[src/rtl/ps2_host_tx_if.sv]
// rtl/ps2_host_tx_if.sv - command byte handshake and status bundle for ps2_host_tx
interface ps2_host_tx_if;
  logic       tx_valid;
  logic [7:0] tx_data;
  logic       tx_ready;
  logic       busy;
  logic       tx_done;
  logic       tx_err;

  modport master (
    output tx_valid,
    output tx_data,
    input  tx_ready,
    input  busy,
    input  tx_done,
    input  tx_err
  );

  modport slave (
    input  tx_valid,
    input  tx_data,
    output tx_ready,
    output busy,
    output tx_done,
    output tx_err
  );
endinterface

[src/rtl/ps2_host_tx.sv]
// rtl/ps2_host_tx.sv - PS/2 host-to-device command transmitter
// Inhibits the bus, issues the request-to-send and shifts one byte out on keyboard clock falls.
module ps2_host_tx #(
  parameter int INHIBIT_CYCLES = 5000,
  parameter int SETUP_CYCLES   = 50,
  parameter int FILT_CYCLES    = 8,
  parameter int TIMEOUT_CYCLES = 1000000
) (
  input  logic         board_clk,
  input  logic         reset,
  ps2_host_tx_if.slave tx,
  input  logic         ps2_clk_in,
  input  logic         ps2_data_in,
  output logic         ps2_clk_oe,
  output logic         ps2_data_oe
);
  localparam int PH_MAX = (INHIBIT_CYCLES > SETUP_CYCLES) ? INHIBIT_CYCLES : SETUP_CYCLES;
  localparam int PH_W   = $clog2(PH_MAX + 1);
  localparam int WD_W   = $clog2(TIMEOUT_CYCLES + 1);
  localparam int FC_W   = $clog2(FILT_CYCLES + 1);

  localparam logic [PH_W-1:0] INH_LAST = PH_W'(INHIBIT_CYCLES - 1);
  localparam logic [PH_W-1:0] SET_LAST = PH_W'(SETUP_CYCLES - 1);
  localparam logic [WD_W-1:0] WD_MAX   = WD_W'(TIMEOUT_CYCLES);
  localparam logic [FC_W-1:0] FC_LAST  = FC_W'(FILT_CYCLES - 1);

  typedef enum logic [2:0] {IDLE, INHIBIT, SETUP, SEND, ACK, WAIT_IDLE} state_t;

  state_t          state, state_n;
  logic [1:0]      clk_sync, data_sync;
  logic            clk_filt, data_filt, clk_filt_d;
  logic [FC_W-1:0] clk_fcnt, data_fcnt;
  logic            clk_fall;
  logic [PH_W-1:0] phase_cnt;
  logic [WD_W-1:0] wd_cnt;
  logic            timeout;
  logic [9:0]      shreg;
  logic            cur_bit;
  logic [3:0]      bit_cnt;
  logic            done_p, err_p;

  // A filtered line only moves after FILT_CYCLES consecutive samples disagree with it.
  always_ff @(posedge board_clk or posedge reset) begin
    if (reset) begin
      clk_sync   <= 2'b11;
      data_sync  <= 2'b11;
      clk_filt   <= 1'b1;
      data_filt  <= 1'b1;
      clk_filt_d <= 1'b1;
      clk_fcnt   <= '0;
      data_fcnt  <= '0;
    end else begin
      clk_sync   <= {clk_sync[0], ps2_clk_in};
      data_sync  <= {data_sync[0], ps2_data_in};
      clk_filt_d <= clk_filt;
      if (clk_sync[1] == clk_filt) begin
        clk_fcnt <= '0;
      end else if (clk_fcnt == FC_LAST) begin
        clk_filt <= clk_sync[1];
        clk_fcnt <= '0;
      end else begin
        clk_fcnt <= clk_fcnt + 1'b1;
      end
      if (data_sync[1] == data_filt) begin
        data_fcnt <= '0;
      end else if (data_fcnt == FC_LAST) begin
        data_filt <= data_sync[1];
        data_fcnt <= '0;
      end else begin
        data_fcnt <= data_fcnt + 1'b1;
      end
    end
  end

  assign clk_fall = clk_filt_d & ~clk_filt;
  assign timeout  = (wd_cnt == WD_MAX);

  always_ff @(posedge board_clk or posedge reset) begin
    if (reset) begin
      state     <= IDLE;
      phase_cnt <= '0;
      wd_cnt    <= '0;
      shreg     <= '0;
      cur_bit   <= 1'b0;
      bit_cnt   <= '0;
    end else begin
      state <= state_n;
      if (state != state_n) begin
        phase_cnt <= '0;
      end else if (state == INHIBIT || state == SETUP) begin
        phase_cnt <= phase_cnt + 1'b1;
      end
      // Watchdog is held clear until clock release, then saturates.
      if (state == SETUP) begin
        wd_cnt <= '0;
      end else if ((state == SEND || state == ACK || state == WAIT_IDLE) && !timeout) begin
        wd_cnt <= wd_cnt + 1'b1;
      end
      if (state == IDLE && tx.tx_valid) begin
        shreg <= {1'b1, ~^tx.tx_data, tx.tx_data};
      end else if (state == SEND && clk_fall) begin
        shreg <= {1'b1, shreg[9:1]};
      end
      if (state == SETUP) begin
        bit_cnt <= 4'd1;
        cur_bit <= 1'b0;
      end else if (state == SEND && clk_fall) begin
        bit_cnt <= bit_cnt + 4'd1;
        cur_bit <= shreg[0];
      end
    end
  end

  always_comb begin
    state_n     = state;
    ps2_clk_oe  = 1'b0;
    ps2_data_oe = 1'b0;
    done_p      = 1'b0;
    err_p       = 1'b0;
    case (state)
      IDLE: begin
        if (tx.tx_valid) state_n = INHIBIT;
      end
      INHIBIT: begin
        ps2_clk_oe = 1'b1;
        if (phase_cnt == INH_LAST) state_n = SETUP;
      end
      SETUP: begin
        ps2_clk_oe  = 1'b1;
        ps2_data_oe = 1'b1;
        if (phase_cnt == SET_LAST) state_n = SEND;
      end
      SEND: begin
        if (timeout) begin
          err_p   = 1'b1;
          state_n = IDLE;
        end else begin
          // The new bit goes onto the wire in the same cycle the fall is seen.
          ps2_data_oe = clk_fall ? ~shreg[0] : ~cur_bit;
          if (clk_fall && bit_cnt == 4'd10) state_n = ACK;
        end
      end
      ACK: begin
        if (timeout) begin
          err_p   = 1'b1;
          state_n = IDLE;
        end else if (clk_fall) begin
          if (!data_filt) begin
            state_n = WAIT_IDLE;
          end else begin
            err_p   = 1'b1;
            state_n = IDLE;
          end
        end
      end
      WAIT_IDLE: begin
        if (timeout) begin
          err_p   = 1'b1;
          state_n = IDLE;
        end else if (clk_filt && data_filt) begin
          done_p  = 1'b1;
          state_n = IDLE;
        end
      end
      default: state_n = IDLE;
    endcase
  end

  assign tx.tx_ready = (state == IDLE);
  assign tx.busy     = (state != IDLE);
  assign tx.tx_done  = done_p;
  assign tx.tx_err   = err_p;
endmodule
[src/flat_wrapper.sv]
// flat-port wrapper written by rule: the top's interface ports become plain ports
module ps2_host_tx_flat 
#(
  parameter int INHIBIT_CYCLES = 5000,
  parameter int SETUP_CYCLES   = 50,
  parameter int FILT_CYCLES    = 8,
  parameter int TIMEOUT_CYCLES = 1000000
)
  (board_clk, reset, ps2_clk_in, ps2_data_in, ps2_clk_oe, ps2_data_oe, tx_tx_valid, tx_tx_data, tx_tx_ready, tx_busy, tx_tx_done, tx_tx_err);
  ps2_host_tx_if tx_i ();
  input  logic board_clk;
  input  logic reset;
  input  logic ps2_clk_in;
  input  logic ps2_data_in;
  output logic ps2_clk_oe;
  output logic ps2_data_oe;
  input wire logic [$bits(tx_i.tx_valid)-1:0] tx_tx_valid;
  input wire logic [$bits(tx_i.tx_data)-1:0] tx_tx_data;
  output wire logic [$bits(tx_i.tx_ready)-1:0] tx_tx_ready;
  output wire logic [$bits(tx_i.busy)-1:0] tx_busy;
  output wire logic [$bits(tx_i.tx_done)-1:0] tx_tx_done;
  output wire logic [$bits(tx_i.tx_err)-1:0] tx_tx_err;
  assign tx_i.tx_valid = tx_tx_valid;
  assign tx_i.tx_data = tx_tx_data;
  assign tx_tx_ready = tx_i.tx_ready;
  assign tx_busy = tx_i.busy;
  assign tx_tx_done = tx_i.tx_done;
  assign tx_tx_err = tx_i.tx_err;
  ps2_host_tx #(.INHIBIT_CYCLES(INHIBIT_CYCLES), .SETUP_CYCLES(SETUP_CYCLES), .FILT_CYCLES(FILT_CYCLES), .TIMEOUT_CYCLES(TIMEOUT_CYCLES)) u_core (.board_clk(board_clk), .reset(reset), .tx(tx_i), .ps2_clk_in(ps2_clk_in), .ps2_data_in(ps2_data_in), .ps2_clk_oe(ps2_clk_oe), .ps2_data_oe(ps2_data_oe));
endmodule
[config.mk]
export PLATFORM = sky130hd
export DESIGN_NAME = ps2_host_tx_flat
export DESIGN_NICKNAME = d
export VERILOG_FILES = /design/src/rtl/ps2_host_tx_if.sv /design/src/rtl/ps2_host_tx.sv /design/src/flat_wrapper.sv
export SDC_FILE = /design/constraint.sdc
export NUM_CORES = 1
export LEC_CHECK = 0
export BUFFER_PORTS_ARGS = -buffer_cell sky130_fd_sc_hd__buf_4
export CAP_MARGIN = 30
export CORE_MARGIN = 2
export CORE_UTILIZATION = 39
export DETAILED_ROUTE_END_ITERATION = 12
export MAX_ROUTING_LAYER = met4
export PLACE_DENSITY = 0.56
export SKIP_CTS_REPAIR_TIMING = 1
export SLEW_MARGIN = 20
export SYNTH_ARGS = -nofsm -noshare
export SYNTH_HDL_FRONTEND = slang
export SYNTH_SLANG_ARGS = --single-unit
[constraint.sdc]
create_clock -name board_clk -period 2.36 [get_ports board_clk]
set_input_delay 0.236 -clock board_clk [delete_from_list [all_inputs] [get_ports board_clk]]
set_output_delay 0.236 -clock board_clk [all_outputs]
set_load 0.03 [all_outputs]
==> results of run 1 <==
[worst max-delay path, delay by kind of cell, from the launching register on]
| kind | cells | cell delay (ns) |
|---|---|---|
| DFF | 1 | 0.42 |
| AOI/OAI and AO/OA | 1 | 0.17 |
| and+or+nand+nor | 3 | 0.85 |
| buffers and inverters | 1 | 0.19 |
[metrics by stage]
step	total power, mW	util [%]	instances
6_report	2.69	45.4	501
4_1_cts	2.73	44.9	498
3_5_place_dp	1.57	42.4	482
3_3_place_gp	1.56	42.4	482
5_1_grt	2.83	45.4	501
2_1_floorplan	1.50	-	362
[layer usage]
metal | track usage (%) | up-vias
met5 | - | -
met4 | 6.24 | 0
met3 | 3.54 | 10
met2 | 23.0 | 36
met1 | 23.1 | 1301
li1 | - | 1312
[path summary, 6_finish.rpt]
kind | startpoint | to
worst min-delay path | tx_tx_data[7] | u_core.shreg[7]
min in group asynchronous | reset | u_core.state[2]
worst max-delay path | u_core.wd_cnt[4] | tx_tx_err
worst min register to register | u_core.data_sync[0] | u_core.data_sync[1]
worst max register to register | u_core.phase_cnt[0] | u_core.phase_cnt[10]
max in group asynchronous | reset | u_core.clk_filt
[final cells by class]
cell class	instances	area [um2]
Fill cell	917	5020
Multi-Input combinational cell	269	1880
Sequential cell	66	1660
Timing Repair Buffer	30	233
Tap cell	111	139
Clock buffer	11	131
Clock inverter	5	103
Inverter	9	33.8
[placed cells by master (no fill, tap or decap), types with 4 or more instances in the layout]
master    netlist  final
nor4_2         11     12
dfstp_2         7      7
dfrtp_1        59     59
nand4_1         8      8
nor3_1          5      5
nand3_1        15     15
xor2_1         20     20
nor2_1         39     38
nand2_1        32     32
and3_1         10     10
buf_4           2     27
nor4_1          7      6
xnor2_1        23     23
inv_1           9      8
a21oi_1         7      7
o21ai_1         6      6
o21ai_0        13     13
ha_1            8      8
mux2i_1        10     10
clkbuf_8        0      9
nand2b_1        4      4
[cell families after synthesis]
| family | share of synthesized area [%] |
|---|---|
| AOI/OAI and AO/OA | 7.07 |
| xor gates and xnor gates | 10.7 |
| adders and majority gates | 2.73 |
| buffers and inverters | 4.03 |
| DFF | 45.3 |
| muxes | 3.35 |
| and+or+nand+nor | 26.8 |
[power by group]
group          leakage, nW  switching, mW  internal (mW)
Clock                0.114          0.435          0.701
Combinational        0.863          0.115          0.123
Sequential           0.844         0.0895           1.23
Total                 1.82          0.640           2.05
[sequential cells by signal (all words and copies together) (netlist names), 2 cells and up]
| register | flops |
|---|---|
| u_core.data_sync | 2 |
| u_core.shreg | 10 |
| u_core.phase_cnt | 13 |
| u_core.bit_cnt | 4 |
| u_core.clk_sync | 2 |
| u_core.clk_fcnt | 4 |
| u_core.data_fcnt | 4 |
| u_core.state | 3 |
| u_core.wd_cnt | 20 |
==> results.toml, run 1 <==
[worst_setup_path]
crit_fanout = 6
ff2ff_setup_slack_ns = 0.27
crit_type = "register to primary output"
cp.required_ns = 2.12
reg2reg_depth = 7
end_kind = "primary output"
path_cells = "nor4b_1 > and2_2 > nand2_1 > o21ai_0 > buf_4"
crit_arrival_ns = 1.97
crit_path_start_kind = "register"
cpPeakStageDelay_ns = 0.46
cp_slowest_cell = "nor4b_1"

[synth]
syn-num-nets = 383
synth_edf_count = 0
yosysTopAreaCellShare_pct = 40.3
synth_ff_type = "dfrtp_1"
ys_seq_area_share_pct = 45.3
synthArstFlopShare_pct = 100
synth_most_common_cell = "dfrtp_1"
syn_area_um2 = 3660
yosysWarnings = 0
syn_avg_cell_area_um2 = 10.1
syn_inst = 362
synth.distinct_cells = 59
synth-seq-cells = 66
synthTopCellsByCount = "dfrtp_1 (59), nor2_1 (39), nand2_1 (32)"
synth.area.top_cells = "dfrtp_1 (40%), xnor2_1 (5.5%), dfstp_2 (5.0%)"
yosysTopAreaCell = "dfrtp_1"

[routing]
first_pass_iters = 4
vias = 2659
met1_length_um = 3530
drt-total-wl_um = 7130
wire_per_inst_um = 14.2
highest_layer = "met4"
remaining_drc_errors = 0
via_per_inst = 5.31
dr_wl_met2_um = 3270
antenna_left = 0
met3WireLength_um = 201
drt_iter0_drc = 91

[hold_path]
whs_path_depth = 3
hold_path.class = "primary input to register"

[floorplan]
coreArea_um2 = 9200
start_util_pct = 39.8
ioPinCount = 19
dieArea_um2 = 10200
rows = 35
die_h_um = 101
die_w_um = 101

[global_route]
grt_max_degree = 38
grtUsageTotal_pct = 16.4
grt.overflow.total = 0
grt_pass1_wl_um = 12600
antenna_found_initial = 0
grt_pass1_vias = 2554

[final_layout]
area_delta_synth_final_pct = 14.0
drive_gt1_share_pct = 20.5
nNetsFinal = 406
diodes = 0
fin_area_um2 = 4180

[timing]
hold_viol_final = 0
relSlewSlack_pct = 62.5
rsz0062_at_grt = "no"
fin_ws_ns = 0.156
worst_pin_slew_ns = 0.562
finalSetupViolations = 0
layout_min_cycle_time_ns = 2.20
slew_violations = 0
hold_slack_ns = 0.106
finClkSkew_ns = 0.0120
finalSetupTns_ns = 0
max_freq_mhz = 454
fin_crit_sh_pct = 93.4

[placement]
io_buffers = 18
dp_slack_ns = 0.266
postPlaceCellArea_um2 = 3900
place_hpwl_um = 4910
gp_congestion = 0.824

[power_and_ir_drop]
vdd_ir_drop_max_mv = 0.344
p_per_area_nw_per_um2 = 645
leakage_nw = 1.82

[cts]
htreeDepth = 3
cts-root-buf = "clkbuf_8"
clk_pin_slew_ns = 0.08
insertion_delay_ns = 0.35
tritoncts.num_buffers = 9
cts_num_sinks = 66
cts_tree = "yes"
cts_max_path_buffers = 2

[run_status]
outcome = "finished, final reports clean"

[job]
max-cap-violations = 0
Note: power is estimated with default switching activity, not from simulation.
==> inputs of run 2 (changes only) <==
--- a/config.mk
+++ b/config.mk
@@ -12,6 +12,7 @@
 export DETAILED_ROUTE_END_ITERATION = 12
 export MAX_ROUTING_LAYER = met4
 export PLACE_DENSITY = 0.56
+export REMOVE_ABC_BUFFERS = 1
 export SKIP_CTS_REPAIR_TIMING = 1
 export SLEW_MARGIN = 20
 export SYNTH_ARGS = -nofsm -noshare
==> results.toml, run 2 (synthesis results as in run 1) <==
[timing]
finalSetupViolations = 0
layout_min_cycle_time_ns = 2.23
hold_slack_ns = 0.000685
relSlewSlack_pct = 54.5
worst_pin_slew_ns = 0.681
slew_violations = 0
fin_crit_sh_pct = 94.7
hold_viol_final = 0
max_freq_mhz = 448
finClkSkew_ns = 0.00953

[hold_path]
hold_path.class = "primary input to asynchronous set/reset pin"

[final_layout]
top_regs = "u_core.wd_cnt (20), u_core.phase_cnt (13), u_core.shreg (10)"
multi_input_area_um2 = 1890
area_delta_synth_final_pct = 13.3
nNetsFinal = 407
seqCellArea_um2 = 1660
largest-register = "u_core.wd_cnt"
drive_gt1_share_pct = 21.5
fillers = 875
diodes = 0
final_cell_mix = "dfrtp_1 (59), nor2_1 (38), nand2_1 (32)"
final_common_cell = "dfrtp_1"
largest_reg_flops = 20

[placement]
place_hpwl_um = 4840
gp_congestion = 0.813
io_buffers = 18

[worst_setup_path]
cp.required_ns = 2.12
crit_fanout = 6
crit_arrival_ns = 2.00
crit_path_start_kind = "register"
crit_type = "register to primary output"
end_kind = "primary output"

[routing]
first_pass_iters = 4
drt-total-wl_um = 7220
via_per_inst = 5.22
remaining_drc_errors = 0
wire_per_inst_um = 14.4
antenna_left = 0
vias = 2618
drt_iter0_drc = 111

[floorplan]
die_w_um = 101
rows = 35
start_util_pct = 39.8
die_h_um = 101
ioPinCount = 19
coreArea_um2 = 9200
dieArea_um2 = 10200

[cts]
insertion_delay_ns = 0.34
clk_pin_slew_ns = 0.07
cts_num_sinks = 66
cts_max_path_buffers = 2
cts_tree = "yes"
htreeDepth = 3
tritoncts.num_buffers = 9
cts-root-buf = "clkbuf_8"

[global_route]
grt_pass1_vias = 2528
grt.overflow.total = 0
antenna_found_initial = 0
grt_max_degree = 37
grt_pass1_wl_um = 12400
grtUsageTotal_pct = 16.0

[power_and_ir_drop]
vdd_ir_drop_max_mv = 0.324
power_mw = 2.39
p_per_area_nw_per_um2 = 575
leakage_nw = 1.81

[job]
max-cap-violations = 0

[run_status]
outcome = "finished, final reports clean"
run 2: path summary, 6_finish.rpt:
| check | from | endpoint | slack (ns) | cells past startpoint |
|---|---|---|---|---|
| worst max-delay path | u_core.wd_cnt[0] | tx_tx_err | 0.13 | 8 |
| worst min-delay path | reset | u_core.clk_fcnt[1] | 0.0007 | 2 |
| worst max register to register | u_core.wd_cnt[0] | u_core.phase_cnt[0] | 0.25 | 9 |
| worst min register to register | u_core.clk_sync[0] | u_core.clk_sync[1] | 0.36 | 0 |
| max in group asynchronous | reset | u_core.data_filt | 1.67 | 3 |
| min in group board_clk | tx_tx_data[6] | u_core.shreg[6] | 0.10 | 3 |
run 2: metrics by stage:
stage	TNS (ns)	area, um2	util (%)	std cells	setup slack, ns
global placement	0	3920	42.6	483	0.334
detailed placement	0	3920	42.6	483	0.277
global route	-0.0202	4150	45.1	502	-0.0202
floorplan	-14.79	3550	-	344	-1.08
finish	0	4150	45.1	502	0.125
CTS	0	4090	44.5	499	0.0245
run 2: final cells by class:
| cell class | count | area share, % |
|---|---|---|
| inverters | 9 | 0.814 |
| clock inverters | 5 | 0.754 |
| flip-flops and latches | 66 | 40.0 |
| well taps | 111 | 3.35 |
| repair buffers | 31 | 6.03 |
| clock buffers | 11 | 3.41 |
| multi-input cells | 269 | 45.6 |
run 2: power breakdown:
group / internal (mW) / total, mW / switching [mW]
clock network: 0.406 / 0.838 / 0.432
registers: 1.23 / 1.32 / 0.0868
logic: 0.122 / 0.232 / 0.110
run 2: layer usage:
metal / wire length, um / share of wire (%) / vias to the layer above / GRT usage, %
met5: 0 / 0 / - / -
met1: 3600 / 50 / 1263 / 22.3
li1: - / - / 1318 / -
met2: 3360 / 47 / 35 / 22.7
met3: 223 / 3.1 / 2 / 2.77
met4: 40 / 0.55 / 0 / 7.17
run 2: critical path, cell delays in order (launching register included):
cell	delay, ns
dfrtp_1	0.43
inv_1	0.08
ha_1	0.14
nor4bb_2	0.30
nand2_1	0.15
nor2_2	0.17
o21ai_0	0.10
o21ai_1	0.09
buf_4	0.18
